--- config.mk ---
export PLATFORM = sky130hd
export DESIGN_NAME = gcd_share_scheduler_flat
export DESIGN_NICKNAME = d
export VERILOG_FILES = /design/src/rtl/gcd_share_scheduler_pkg.sv /design/src/rtl/gcd_share_scheduler_if.sv /design/src/rtl/gcd_share_scheduler_rr_arbiter.sv /design/src/rtl/gcd_share_scheduler.sv /design/src/flat_wrapper.sv
export SDC_FILE = /design/constraint.sdc
export NUM_CORES = 1
export LEC_CHECK = 0
export CORE_ASPECT_RATIO = 1.5
export CORE_MARGIN = 2
export CORE_UTILIZATION = 40
export CTS_CLUSTER_SIZE = 16
export DETAILED_ROUTE_END_ITERATION = 8
export HOLD_SLACK_MARGIN = 0.02
export PLACE_DENSITY = 0.7
export SETUP_SLACK_MARGIN = 0.5
export SYNTH_ARGS = -nofsm -noshare
export SYNTH_HDL_FRONTEND = slang
export SYNTH_SLANG_ARGS = --single-unit
--- constraint.sdc ---
create_clock -name CLK -period 2 [get_ports CLK]
set_input_delay 0.4 -clock CLK [delete_from_list [all_inputs] [get_ports CLK]]
set_output_delay 0.4 -clock CLK [all_outputs]
set_load 0.05 [all_outputs]
--- src/rtl/gcd_share_scheduler_pkg.sv ---
// Shared types and defaults for the GCD core share scheduler.
package gcd_share_scheduler_pkg;

  localparam int unsigned DEF_N_REQ     = 2;
  localparam int unsigned DEF_W         = 4;
  localparam int unsigned DEF_GO_CYCLES = 3;
  localparam int unsigned DEF_WAIT_CYC  = 20;

  typedef enum logic [2:0] {
    ST_IDLE,
    ST_LOAD,
    ST_GO,
    ST_WAIT,
    ST_DONE,
    ST_BYPASS
  } state_t;

  // Bits needed to hold values 0..n-1 (at least 1).
  function automatic int unsigned cnt_width(input int unsigned n);
    return (n < 2) ? 1 : $clog2(n);
  endfunction

endpackage

--- src/rtl/gcd_share_scheduler_if.sv ---
// Requester-side and core-side signal bundle of the GCD share scheduler.
interface gcd_share_scheduler_if #(
  parameter int unsigned N_REQ = 2,
  parameter int unsigned W     = 4
);
  logic [N_REQ-1:0]   req_i;
  logic [N_REQ*W-1:0] x_i;
  logic [N_REQ*W-1:0] y_i;
  logic [N_REQ-1:0]   ack_o;
  logic [N_REQ-1:0]   done_o;
  logic [W-1:0]       res_o;
  logic               busy_o;
  logic [W-1:0]       core_x_o;
  logic [W-1:0]       core_y_o;
  logic               core_go_o;
  logic [W-1:0]       core_d_i;

  modport master (
    output req_i, x_i, y_i, core_d_i,
    input  ack_o, done_o, res_o, busy_o, core_x_o, core_y_o, core_go_o
  );

  modport slave (
    input  req_i, x_i, y_i, core_d_i,
    output ack_o, done_o, res_o, busy_o, core_x_o, core_y_o, core_go_o
  );
endinterface

--- src/rtl/gcd_share_scheduler_rr_arbiter.sv ---
// Combinational round-robin pick: first set request at or after ptr, wrapping.
module rr_arbiter
  import gcd_share_scheduler_pkg::*;
#(
  parameter int unsigned N_REQ = 2,
  localparam int unsigned PW   = cnt_width(N_REQ)
) (
  input  logic [N_REQ-1:0] req,
  input  logic [PW-1:0]    ptr,
  output logic [N_REQ-1:0] grant,
  output logic [PW-1:0]    grant_idx,
  output logic             valid
);

  int unsigned idx;

  always_comb begin
    grant     = '0;
    grant_idx = '0;
    valid     = 1'b0;
    idx       = 0;
    for (int unsigned i = 0; i < N_REQ; i++) begin
      idx = (32'(ptr) + i) % N_REQ;
      if (!valid && req[idx[PW-1:0]]) begin
        valid                 = 1'b1;
        grant[idx[PW-1:0]]    = 1'b1;
        grant_idx             = idx[PW-1:0];
      end
    end
  end

endmodule

--- src/rtl/gcd_share_scheduler.sv ---
// Time-shares one GCD core between N_REQ requesters with round-robin arbitration
// and a fixed worst-case wait, since the core has no completion flag.
module gcd_share_scheduler
  import gcd_share_scheduler_pkg::*;
#(
  parameter int unsigned N_REQ     = DEF_N_REQ,
  parameter int unsigned W         = DEF_W,
  parameter int unsigned GO_CYCLES = DEF_GO_CYCLES,
  parameter int unsigned WAIT_CYC  = DEF_WAIT_CYC
) (
  input  logic                  CLK,
  input  logic                  RESET,
  gcd_share_scheduler_if.slave  bus
);

  localparam int unsigned PW = cnt_width(N_REQ);
  localparam int unsigned CW = cnt_width((GO_CYCLES > WAIT_CYC) ? GO_CYCLES : WAIT_CYC);

  state_t           state;
  logic [PW-1:0]    ptr;
  logic [PW-1:0]    job_idx;
  logic [N_REQ-1:0] job_oh;
  logic [W-1:0]     xq;
  logic [W-1:0]     yq;
  logic [CW-1:0]    cnt;

  logic [N_REQ-1:0] grant;
  logic [PW-1:0]    grant_idx;
  logic             grant_valid;
  logic [W-1:0]     x_sel;
  logic [W-1:0]     y_sel;
  logic [PW-1:0]    ptr_next;

  rr_arbiter #(.N_REQ(N_REQ)) u_arb (
    .req       (bus.req_i),
    .ptr       (ptr),
    .grant     (grant),
    .grant_idx (grant_idx),
    .valid     (grant_valid)
  );

  always_comb begin
    x_sel    = bus.x_i[32'(grant_idx) * W +: W];
    y_sel    = bus.y_i[32'(grant_idx) * W +: W];
    ptr_next = (job_idx == PW'(N_REQ - 1)) ? '0 : job_idx + PW'(1);
  end

  always_ff @(posedge CLK) begin
    if (RESET) begin
      state         <= ST_IDLE;
      ptr           <= '0;
      job_idx       <= '0;
      job_oh        <= '0;
      xq            <= '0;
      yq            <= '0;
      cnt           <= '0;
      bus.ack_o     <= '0;
      bus.done_o    <= '0;
      bus.res_o     <= '0;
      bus.busy_o    <= 1'b0;
      bus.core_x_o  <= '0;
      bus.core_y_o  <= '0;
      bus.core_go_o <= 1'b0;
    end else begin
      bus.ack_o  <= '0;
      bus.done_o <= '0;
      case (state)
        ST_IDLE: begin
          // busy stays high through the done cycle and drops on the following edge
          bus.busy_o <= grant_valid;
          if (grant_valid) begin
            bus.ack_o <= grant;
            job_idx   <= grant_idx;
            job_oh    <= grant;
            xq        <= x_sel;
            yq        <= y_sel;
            if (x_sel == '0 || y_sel == '0) begin
              state <= ST_BYPASS;
            end else begin
              bus.core_x_o <= x_sel;
              bus.core_y_o <= y_sel;
              state        <= ST_LOAD;
            end
          end
        end
        ST_LOAD: begin
          bus.core_go_o <= 1'b1;
          cnt           <= '0;
          state         <= ST_GO;
        end
        ST_GO: begin
          if (cnt == CW'(GO_CYCLES - 1)) begin
            bus.core_go_o <= 1'b0;
            cnt           <= '0;
            state         <= ST_WAIT;
          end else begin
            cnt <= cnt + CW'(1);
          end
        end
        ST_WAIT: begin
          if (cnt == CW'(WAIT_CYC - 1)) begin
            cnt   <= '0;
            state <= ST_DONE;
          end else begin
            cnt <= cnt + CW'(1);
          end
        end
        ST_DONE: begin
          bus.res_o  <= bus.core_d_i;
          bus.done_o <= job_oh;
          ptr        <= ptr_next;
          state      <= ST_IDLE;
        end
        ST_BYPASS: begin
          bus.res_o  <= (xq == '0) ? yq : xq;
          bus.done_o <= job_oh;
          ptr        <= ptr_next;
          state      <= ST_IDLE;
        end
        default: state <= ST_IDLE;
      endcase
    end
  end

endmodule

--- src/flat_wrapper.sv ---
// flat-port wrapper written by rule: the top's interface ports become plain ports
module gcd_share_scheduler_flat import gcd_share_scheduler_pkg::*;
#(
  parameter int unsigned N_REQ     = DEF_N_REQ,
  parameter int unsigned W         = DEF_W,
  parameter int unsigned GO_CYCLES = DEF_GO_CYCLES,
  parameter int unsigned WAIT_CYC  = DEF_WAIT_CYC
)
  (CLK, RESET, bus_req_i, bus_x_i, bus_y_i, bus_core_d_i, bus_ack_o, bus_done_o, bus_res_o, bus_busy_o, bus_core_x_o, bus_core_y_o, bus_core_go_o);
  gcd_share_scheduler_if #(.N_REQ(N_REQ), .W(W)) bus_i ();
  input  logic CLK;
  input  logic RESET;
  input wire logic [$bits(bus_i.req_i)-1:0] bus_req_i;
  input wire logic [$bits(bus_i.x_i)-1:0] bus_x_i;
  input wire logic [$bits(bus_i.y_i)-1:0] bus_y_i;
  input wire logic [$bits(bus_i.core_d_i)-1:0] bus_core_d_i;
  output wire logic [$bits(bus_i.ack_o)-1:0] bus_ack_o;
  output wire logic [$bits(bus_i.done_o)-1:0] bus_done_o;
  output wire logic [$bits(bus_i.res_o)-1:0] bus_res_o;
  output wire logic [$bits(bus_i.busy_o)-1:0] bus_busy_o;
  output wire logic [$bits(bus_i.core_x_o)-1:0] bus_core_x_o;
  output wire logic [$bits(bus_i.core_y_o)-1:0] bus_core_y_o;
  output wire logic [$bits(bus_i.core_go_o)-1:0] bus_core_go_o;
  assign bus_i.req_i = bus_req_i;
  assign bus_i.x_i = bus_x_i;
  assign bus_i.y_i = bus_y_i;
  assign bus_i.core_d_i = bus_core_d_i;
  assign bus_ack_o = bus_i.ack_o;
  assign bus_done_o = bus_i.done_o;
  assign bus_res_o = bus_i.res_o;
  assign bus_busy_o = bus_i.busy_o;
  assign bus_core_x_o = bus_i.core_x_o;
  assign bus_core_y_o = bus_i.core_y_o;
  assign bus_core_go_o = bus_i.core_go_o;
  gcd_share_scheduler #(.N_REQ(N_REQ), .W(W), .GO_CYCLES(GO_CYCLES), .WAIT_CYC(WAIT_CYC)) u_core (.CLK(CLK), .RESET(RESET), .bus(bus_i));
endmodule
After elaboration in Yosys (flattened, before gate mapping)
Index checks and enable logic that the tools add are counted.
- eq/ne operators: 10
- bitwise operators: 5
- multiplexer cells: 27
- shifts and indexed selects: 2
- reduce and logical (&&, ||, !) cells: 19
- add/sub/neg operators: 3
- order comparisons: 4
- operator list (kind ; number):
    8-bit by 4-bit indexed part select with 4-bit output ; 2
    5-bit one-hot mux with 3 select lines ; 1
    4-bit logical NOT ; 3
    1-bit 2-to-1 mux ; 12
    3-bit 2-to-1 mux ; 4
    3-bit one-hot mux with 4 select lines ; 1
    5-bit 2-to-1 mux ; 2
    4-bit one-hot mux with 2 select lines ; 1
    3-bit by 2-bit == test with 1-bit output (second input constant) ; 2
    3-bit == test (second input constant) ; 2
    2-bit by 1-bit inequality test with 1-bit output (second input constant) ; 3
    3-bit AND reduction ; 2
    5-bit by 1-bit adder with 5-bit output (second input constant) ; 1
    5-bit by 2-bit == test with 1-bit output (second input constant) ; 1
    5-bit == test (second input constant) ; 1
    1-bit by 2-bit < comparator with 1-bit output (second input constant) ; 2
    2-bit 2-to-1 mux ; 2
    4-bit 2-to-1 mux ; 1
    1-bit NOT ; 4
    2-bit AND reduction ; 2
    2-bit nonzero test ; 2
    2-bit OR reduction ; 2
    3-bit by 1-bit == test with 1-bit output (second input constant) ; 1
    1-bit logical AND ; 3
    other kinds (10) ; 13
- logic and storage cells: 84
- output and inout bits: 18
- register bits after elaboration: 38
- bits of input ports: 24

Longest topological paths before layout
Gate-level depths: netlist (run 1).
- depth in word-level cells: 12
- gate-level depth with buffers: 6
- depth with buffers taken out: 6

Hierarchy
A second synthesis (run 1) with hierarchy kept.
- cell total of the unflattened synthesis: 195
- area, all modules: 1731.7 um^2
- by module, submodules not included (module ; cells each ; area an instance (um^2) ; instances):
    gcd_share_scheduler ; 190 ; 1699.1 ; 1
    rr_arbiter ; 5 ; 32.5 ; 1

Worst setup path before layout (run 1)
OpenSTA, ideal clock, no wires.
- path kind: input port to flip-flop
- start point: in bus_x_i[4]
- end point: reg u_core.bus.core_x_o[0]
- setup time: 0.087 ns
- stages on the path: 4
- data arrival time: 1.477 ns
- path slack: 0.437 ns
- path buffers: 0
- cells stage by stage: or4_1 > nand4_1 > nand2_2 > a221oi_2
- word-level cells in the longest chain between the ends: 5
- RTL lines (what ; line ; source):
    from (decl) ; flat_wrapper.sv:14 ; input wire logic [$bits(bus_i.x_i)-1:0] bus_x_i;
    8-bit by 4-bit indexed part select with 4-bit output * ; gcd_share_scheduler.sv:43 ; x_sel = bus.x_i[32'(grant_idx) * W +: W];
    4-bit logical NOT ; gcd_share_scheduler.sv:77 ; if (x_sel == '0 || y_sel == '0) begin
    1-bit logical OR ; gcd_share_scheduler.sv:77 ;
    1-bit NOT (no line) ; n/a ;
    3-bit AND reduction (no line) ; n/a ;
    to (signal assigned) ; gcd_share_scheduler.sv:80 ; bus.core_x_o <= x_sel;
    to (decl) ; gcd_share_scheduler_if.sv:25 ; output ack_o, done_o, res_o, busy_o, core_x_o, core_y_o, core_go_o
Every way passes the cells marked *; elsewhere a longest branch is shown, timed or not.
A chain may end at the register's enable or synchronous reset.

Worst setup path in the final report (run 1)
- start point: reg u_core.ptr
- end point: reg u_core.bus.core_x_o[2]
- word-level cells in the longest chain between the ends: 11
- RTL lines (what ; line ; source):
    from (decl) ; gcd_share_scheduler.sv:20 ; logic [PW-1:0] ptr;
    from (signal assigned) ; gcd_share_scheduler.sv:111 ; ptr <= ptr_next;
    from (signal assigned) ; gcd_share_scheduler.sv:117 ; ptr <= ptr_next;
    1-bit 2-to-1 mux (implied by the code) (2 in series) ; gcd_share_scheduler_rr_arbiter.sv:24 ; if (!valid && req[idx[PW-1:0]]) begin
    1-bit 2-to-1 mux ; gcd_share_scheduler_rr_arbiter.sv:24 ;
    1-bit logical NOT ; gcd_share_scheduler_rr_arbiter.sv:24 ;
    1-bit logical AND ; gcd_share_scheduler_rr_arbiter.sv:24 ;
    1-bit 2-to-1 mux ; gcd_share_scheduler_rr_arbiter.sv:24 ;
    8-bit by 4-bit indexed part select with 4-bit output, on equally long branches ; gcd_share_scheduler.sv:43, gcd_share_scheduler.sv:44 ;
    4-bit logical NOT ; gcd_share_scheduler.sv:77 ;
    1-bit logical OR ; gcd_share_scheduler.sv:77 ;
    1-bit NOT (no line) ; n/a ;
    3-bit AND reduction (no line) ; n/a ;
Several ways; a longest one is shown, not always the timed one. The select of a mux whose other input is x is not followed.

==> qor.log, run 1 <==
qor: floorplanning.initial_core_util 41.5%
qor: worst_setup_path.path_cells nand2b_4 > a211o_1 > a21o_4 > a221oi_4
qor: hold_path.hp-class register to register
qor: placement.place_inst 290
qor: final_layout.final_net_count 283
qor: timing.timing.hold.ws 458 ps
qor: synthesis.synth_top_area_share 43.2%
qor: clock_tree.max-clock-path-buffers 2
qor: timing.clock_skew 5.70 ps
qor: placement.dp_hpwl 3230 µm
qor: timing.timing.final.hold_violations 0
qor: synthesis.postSynthAreaPerCell 8.98 µm²
qor: pwr.net-switching-power 746 µW
qor: worst_setup_path.crit_path_max_incr_delay 340 ps
qor: detailed_routing.drt_first_iter_violations 35
qor: clock_tree.clock_tree_from_tritoncts done
qor: final_layout.nFillCells 368
qor: grt.number_of_antenna_violations_at_the_first_check_in_global_routing 0
qor: final_layout.drive_gt1_share 32.6%
qor: pwr.report.power.total 2.39 mW
qor: timing.max_slew_margin 77.1%
qor: floorplanning.number_of_rows_created_at_floorplan 29
qor: timing.post-route-min-period 1460 ps
qor: grt.grt_start_max_net_pins 23
qor: detailed_routing.drt-wirelength-per-cell 14.1 µm
qor: floorplanning.core_region_area 4250 µm²
qor: final_layout.finalInstanceArea 2580 µm²
qor: detailed_routing.routed_wl 4280 µm
qor: worst_setup_path.cp_data_arrival_time 1670 ps
qor: final_layout.final_cell_count_no_fill 304
qor: worst_setup_path.critical_path_end_type register
qor: synthesis.yosys-top-cells-area dfxtp_1 (43%), a221oi_2 (6.8%), nor2_1 (5.1%), a211oi_1 (3.8%), a21oi_1 (3.7%)
qor: timing.rsz_0062_raised_after_global_routing true
qor: pwr.total_leakage_power 1.01 nW
qor: worst_setup_path.critical-path-top-delay-family compound AO/OA/AOI/OAI gates
qor: grt.vias_in_the_first_global_route 1613
qor: clock_tree.cts.htree.levels 2
qor: synthesis.yosysWarningCount 0
qor: floorplanning.die_area 4960 µm²
qor: worst_setup_path.cp_num_buf_inv 0
qor: synthesis.netlist_instances 196
qor: worst_setup_path.timing.critical_path.fanout_max 8
qor: timing.final_worst_setup_slack 538 ps
qor: clock_tree.cts_inserted_buffers 5
qor: placement.io_buffer_count 41
qor: clock_tree.clock-sinks 38
qor: floorplanning.ios 42
qor: run_status.outcome completed
qor: placement.post-place-ws -66.1 ps
qor: synthesis.synth_sequential_area_ratio 43.2%
qor: detailed_routing.first_pass_iters 4
qor: floorplanning.chipHeight 85.3 µm
qor: synthesis.synth.largest_area_cell dfxtp_1
qor: synthesis.postSynthNetCount 222
qor: pwr.worst_ir_drop_vdd 0.000647 V
qor: worst_setup_path.worstSetupPathType register to register
qor: pwr.part_of_the_power_in_the_clock_network 32.8%
qor: pwr.power.share.switching 31.2%
qor: timing.setup-tns-final 0 ps
qor: grt.globalRouteTotalUtil 19.0%
qor: worst_setup_path.required 2210 ps
qor: worst_setup_path.startpoint_type register
qor: clock_tree.cts.root.buffer_cell clkbuf_8
qor: pwr.power_density 924 nW/µm²
qor: timing.setup_viol 0
qor: timing.final-max-slew-violation-count 0
qor: pwr.combinationalPowerShare 29.7%
qor: flow_run.drv_cap 0
qor: worst_setup_path.timing.critical_path.slowest_stage_cell dfxtp_2
qor: timing.timing_worst_slew_pin_value 343 ps
qor: final_layout.antenna_cells_inserted 0
qor: synthesis.synth_area 1760 µm²
qor: floorplanning.fp.dieW 58.2 µm
qor: grt.grt_first_pass_wirelength 7210 µm
qor: timing.max_clock_freq 0.684 GHz
qor: synthesis.yosysUniqueCellTypes 37
qor: pwr.internal_power 1.64 mW
qor: timing.post-route-period-util 73.1%
qor: final_layout.final_util 60.8%
qor: final_layout.areaGrowthSynthToFinish 46.7%
qor: clock_tree.cts-hold-fix-buffers 0
qor: detailed_routing.count_of_vias_placed_by_the_detailed_router 1640
qor: detailed_routing.avgViaCountPerCell 5.39
qor: clock_tree.insertion_delay 290 ps
qor: detailed_routing.drtAntennaViolNets 0
qor: pwr.pwr-share-seq 37.5%
qor: clock_tree.clkSlewWorstSetupHoldPaths 80 ps
qor: placement.gp_congestion 0.828
qor: grt.grt_overflow_total 0
qor: detailed_routing.remaining_drc_errors 0
qor: synthesis.postSynthRegisterBits 38
qor: placement.placed_inst_area 2340 µm²
-- cells in the mapped netlist --
cell type,number
nand4_1,3
inv_1,14
clkbuf_1,6
o21a_1,2
a31oi_1,5
buf_2,4
nor2_1,24
nand3b_1,1
ha_1,2
o21ba_2,1
nand3_1,2
nor4b_2,1
nor3_1,6
o21ai_0,1
nor4_1,3
a211oi_2,3
xor2_1,3
nor3_4,1
nor3b_1,3
a211o_1,5
o31ai_2,1
a211oi_1,9
xnor2_1,1
a221oi_2,8
a21o_4,1
o21ai_2,1
nand2b_1,3
nor4bb_1,1
nand2_2,1
buf_1,2
dfxtp_1,38
and3_1,9
a21oi_1,13
or4_1,2
mux2i_1,1
o21bai_1,1
nand2_1,14
-- per-layer routing --
layer	global-route usage, %	vias up	routed length, µm
met1	20.3	778	1700
met3	3.51	5	130
li1	-	825	-
met2	34.8	32	2370
met5	0	-	0
met4	8.67	0	83
-- worst paths after layout --
| kind | endpoint | start | slack [ps] | cells after the start |
|---|---|---|---|---|
| worst max-delay path | u_core.bus.core_x_o[2]$_SDFFE_PP0P_ | u_core.ptr$_SDFFE_PP0N_ | 540 | 4 |
| worst min-delay path | u_core.bus.res_o[3]$_SDFFE_PP0N_ | u_core.bus.res_o[3]$_SDFFE_PP0N_ | 460 | 2 |
| worst max register to register | u_core.bus.core_x_o[2]$_SDFFE_PP0P_ | u_core.ptr$_SDFFE_PP0N_ | 540 | 4 |
| worst min register to register | u_core.bus.res_o[3]$_SDFFE_PP0N_ | u_core.bus.res_o[3]$_SDFFE_PP0N_ | 460 | 2 |
-- final cells by class --
type	count	area, µm²	share of cell area, %
Inverter	14	52.6	2.03
Timing Repair Buffer	66	602	23.3
Clock buffer	5	68.8	2.66
Multi-Input combinational cell	132	967	37.5
Clock inverter	3	68.8	2.66
Sequential cell	38	766	29.7
Tap cell	46	57.6	2.23
-- power by group through the flow --
stage / sequential [mW] / combinational [mW] / clock, mW
CTS: 0.894 / 0.700 / 0.794
floorplan: 1.03 / 0.310 / 0
global placement: 0.907 / 0.686 / 0
global route: 0.907 / 0.770 / 0.822
detailed placement: 0.910 / 0.692 / 0
finish: 0.895 / 0.709 / 0.782
-- what timing repair did --
action	4_1_cts	5_1_grt
pin swaps	12	11
setup endpoints to repair	39	18
gates resized for setup	87	12
buffers inserted	5	1
-- tightest hold or removal path, cell delays in order (launching register included) --
cell and delay (ps):
dfxtp_1 310, nand2_1 50, a21oi_1 50
-- sequential cells by signal, summed over array words and instances, names as in the netlist --
| register | flops |
|---|---|
| u_core.bus.core_go_o | 1 |
| u_core.bus.core_x_o | 4 |
| u_core.job_idx | 1 |
| u_core.job_oh | 2 |
| u_core.ptr | 1 |
| u_core.bus.res_o | 4 |
| u_core.bus.done_o | 2 |
| u_core.bus.busy_o | 1 |
| u_core.bus.core_y_o | 4 |
| u_core.yq | 4 |
| u_core.xq | 4 |
| u_core.state | 3 |
| u_core.bus.ack_o | 2 |
| u_core.cnt | 5 |
-- kinds of logic (layout without fill, tap and decap cells) --
family / Yosys count / after routing / synth area share, %
fa+ha+maj: 2 / 2 / 1.42
mux: 1 / 1 / 0.569
xor+xnor: 4 / 4 / 1.99
simple gates: 74 / 74 / 22.0
buf+inv: 26 / 88 / 5.83
flops: 38 / 38 / 43.2
compound gates: 51 / 51 / 24.9
-- cells in the final DEF, fill, tap and decap left out, types with 6 or more instances in the layout --
cell             Yosys  final
clkdlybuf4s15_2      0     18
inv_1               14     14
buf_4                0     22
and3_1               9      9
a211oi_1             9      9
a21oi_1             13     13
nor3_1               6      6
a221oi_2             8      7
dfxtp_1             38     34
nand2_1             14     14
dlygate4sd2_1        0     11
nor2_1              24     23
Power figures use the tool's default switching activity.
==> inputs of run 2 (changes only) <==
==> constraint.sdc (replaced) <==
create_clock -name CLK -period 1.4 [get_ports CLK]
set_input_delay 0.28 -clock CLK [delete_from_list [all_inputs] [get_ports CLK]]
set_output_delay 0.28 -clock CLK [all_outputs]
set_load 0.05 [all_outputs]
==> qor.log, run 2 (synthesized netlist as in run 1, its figures left out) <==
qor: worst_setup_path.ff2ff_setup_slack -60 ps
qor: floorplanning.chipHeight 85.3 µm
qor: final_layout.mostFrequentLayoutCell buf_4
qor: detailed_routing.remaining_drc_errors 0
qor: timing.final-max-slew-violation-count 0
qor: run_status.outcome finished with violations
qor: detailed_routing.drt_first_iter_violations 77
qor: detailed_routing.count_of_vias_placed_by_the_detailed_router 1809
qor: timing.max_clock_freq 0.687 GHz
qor: floorplanning.number_of_rows_created_at_floorplan 29
qor: clock_tree.clock_tree_from_tritoncts done
qor: timing.timing.final.hold_violations 0
qor: final_layout.largest_register u_core.cnt
qor: timing.setup_viol 8
qor: floorplanning.fp.dieW 58.2 µm
qor: worst_setup_path.required 1610 ps
qor: final_layout.largest_register_ff_count 5
qor: timing.timing.hold.ws 458 ps
qor: placement.post-place-ws -545 ps
qor: clock_tree.cts.root.buffer_cell clkbuf_8
qor: timing.post-route-min-period 1460 ps
qor: pwr.worst_ir_drop_vdd 0.00123 V
qor: pwr.total_leakage_power 1.27 nW
qor: final_layout.areaGrowthSynthToFinish 83.2%
qor: floorplanning.core_region_area 4250 µm²
qor: final_layout.drive_gt1_share 60.7%
qor: final_layout.antenna_cells_inserted 0
qor: timing.rsz_0062_raised_after_global_routing true
qor: detailed_routing.avgViaCountPerCell 5.47
qor: grt.grt_overflow_total 0
qor: grt.globalRouteTotalUtil 21.9%
qor: timing.clock_skew 4.48 ps
qor: floorplanning.ios 42
qor: grt.vias_in_the_first_global_route 1758
qor: worst_setup_path.critical_path_end_type register
qor: grt.number_of_antenna_violations_at_the_first_check_in_global_routing 0
qor: clock_tree.insertion_delay 300 ps
qor: clock_tree.clkSlewWorstSetupHoldPaths 80 ps
qor: placement.io_buffer_count 41
qor: final_layout.nFillCells 267
qor: final_layout.area_used_by_multi_input_combinational_logic 1190 µm²
qor: detailed_routing.uppermost_layer_routed met4
qor: floorplanning.initial_core_util 41.5%
qor: timing.max_slew_margin 76.0%
qor: detailed_routing.drt-wirelength-per-cell 16.3 µm
qor: final_layout.final_cell_mix buf_4 (41), dfxtp_2 (20), buf_12 (19)
qor: clock_tree.max-clock-path-buffers 2
qor: timing.final_worst_setup_slack -55.9 ps
qor: worst_setup_path.timing.critical_path.fanout_max 10
qor: clock_tree.clock-sinks 38
qor: final_layout.final_net_count 310
qor: worst_setup_path.worstSetupPathType register to register
qor: clock_tree.cts-hold-fix-buffers 0
qor: clock_tree.cts_inserted_buffers 5
qor: floorplanning.die_area 4960 µm²
qor: clock_tree.cts.htree.levels 2
qor: grt.grt_start_max_net_pins 19
qor: pwr.power_density 1180 nW/µm²
qor: final_layout.sequential_cell_area 805 µm²
qor: worst_setup_path.startpoint_type register
qor: run_status.violations negative setup slack
qor: detailed_routing.detailroute.wirelength.met3 159 µm
qor: timing.timing_worst_slew_pin_value 359 ps
qor: detailed_routing.routed_wl 5390 µm
qor: placement.gp_congestion 0.821
qor: detailed_routing.drtAntennaViolNets 0
qor: detailed_routing.wl_met1 2000 µm
qor: detailed_routing.met2_length 3040 µm
qor: worst_setup_path.cp_data_arrival_time 1660 ps
qor: detailed_routing.first_pass_iters 6
qor: hold_path.hp-class primary input to register
qor: placement.dp_hpwl 3540 µm
qor: timing.post-route-period-util 104%
qor: final_layout.final_util 76.0%
qor: flow_run.drv_cap 0
qor: grt.grt_first_pass_wirelength 8220 µm
run 2: layout make-up:
type,instances,share of cell area (%)
multi-input combinational,133,37.0
timing repair buffer,92,30.6
sequential,38,24.9
clock buffer,6,2.91
tap,46,1.78
inverter,14,1.63
clock inverter,2,1.20
run 2: worst paths after layout:
| check | startpoint | to | cells past startpoint |
|---|---|---|---|
| min reg2reg | u_core.job_oh[1]$_SDFFE_PP0P_ | u_core.job_oh[1]$_SDFFE_PP0P_ | 2 |
| max | u_core.state[2]$_SDFFE_PP0P_ | u_core.bus.core_x_o[2]$_SDFFE_PP0P_ | 5 |
| max reg2reg | u_core.state[2]$_SDFFE_PP0P_ | u_core.bus.core_x_o[2]$_SDFFE_PP0P_ | 5 |
| min | bus_y_i[6] | u_core.yq[2]$_SDFFE_PP0P_ | 4 |
run 2: critical path: stages (launching register included):
cell	delay (ps)
dfxtp_2	340
nor3_4	260
o21ai_4	110
buf_12	160
a21o_4	240
a221oi_2	270
run 2: what timing repair did:
action | in CTS | in global routing
resized for setup | 70 | 34
setup endpoints to repair | 56 | 56
buffers inserted | 14 | 5
cloned | 1 | 0
pin swaps | 29 | 19
run 2: routing by layer:
layer,up-vias,GRT usage [%]
li1,886,-
met1,858,23.7
met2,48,40.2
met3,17,4.27
met4,0,9.30
met5,-,0
run 2: report_power, final:
| part | total (mW) | leakage [nW] | switching (mW) | internal, mW |
|---|---|---|---|---|
| sequential | 1.34 | 0.324 | 0.124 | 1.22 |
| clock | 1.07 | 0.0665 | 0.424 | 0.642 |
| combinational | 1.41 | 0.884 | 0.706 | 0.701 |
run 2: through the flow:
step | setup TNS [ps] | power (mW) | instances | area (µm²)
after CTS | -330 | 3.70 | 326 | 3110
after global routing | -926 | 3.97 | 331 | 3230
final | -252 | 3.81 | 331 | 3230
after detailed placement | -8050 | 2.51 | 303 | 2730
after global placement | -7170 | 2.49 | 303 | 2730
after floorplan | 0 | 1.99 | 196 | 1930
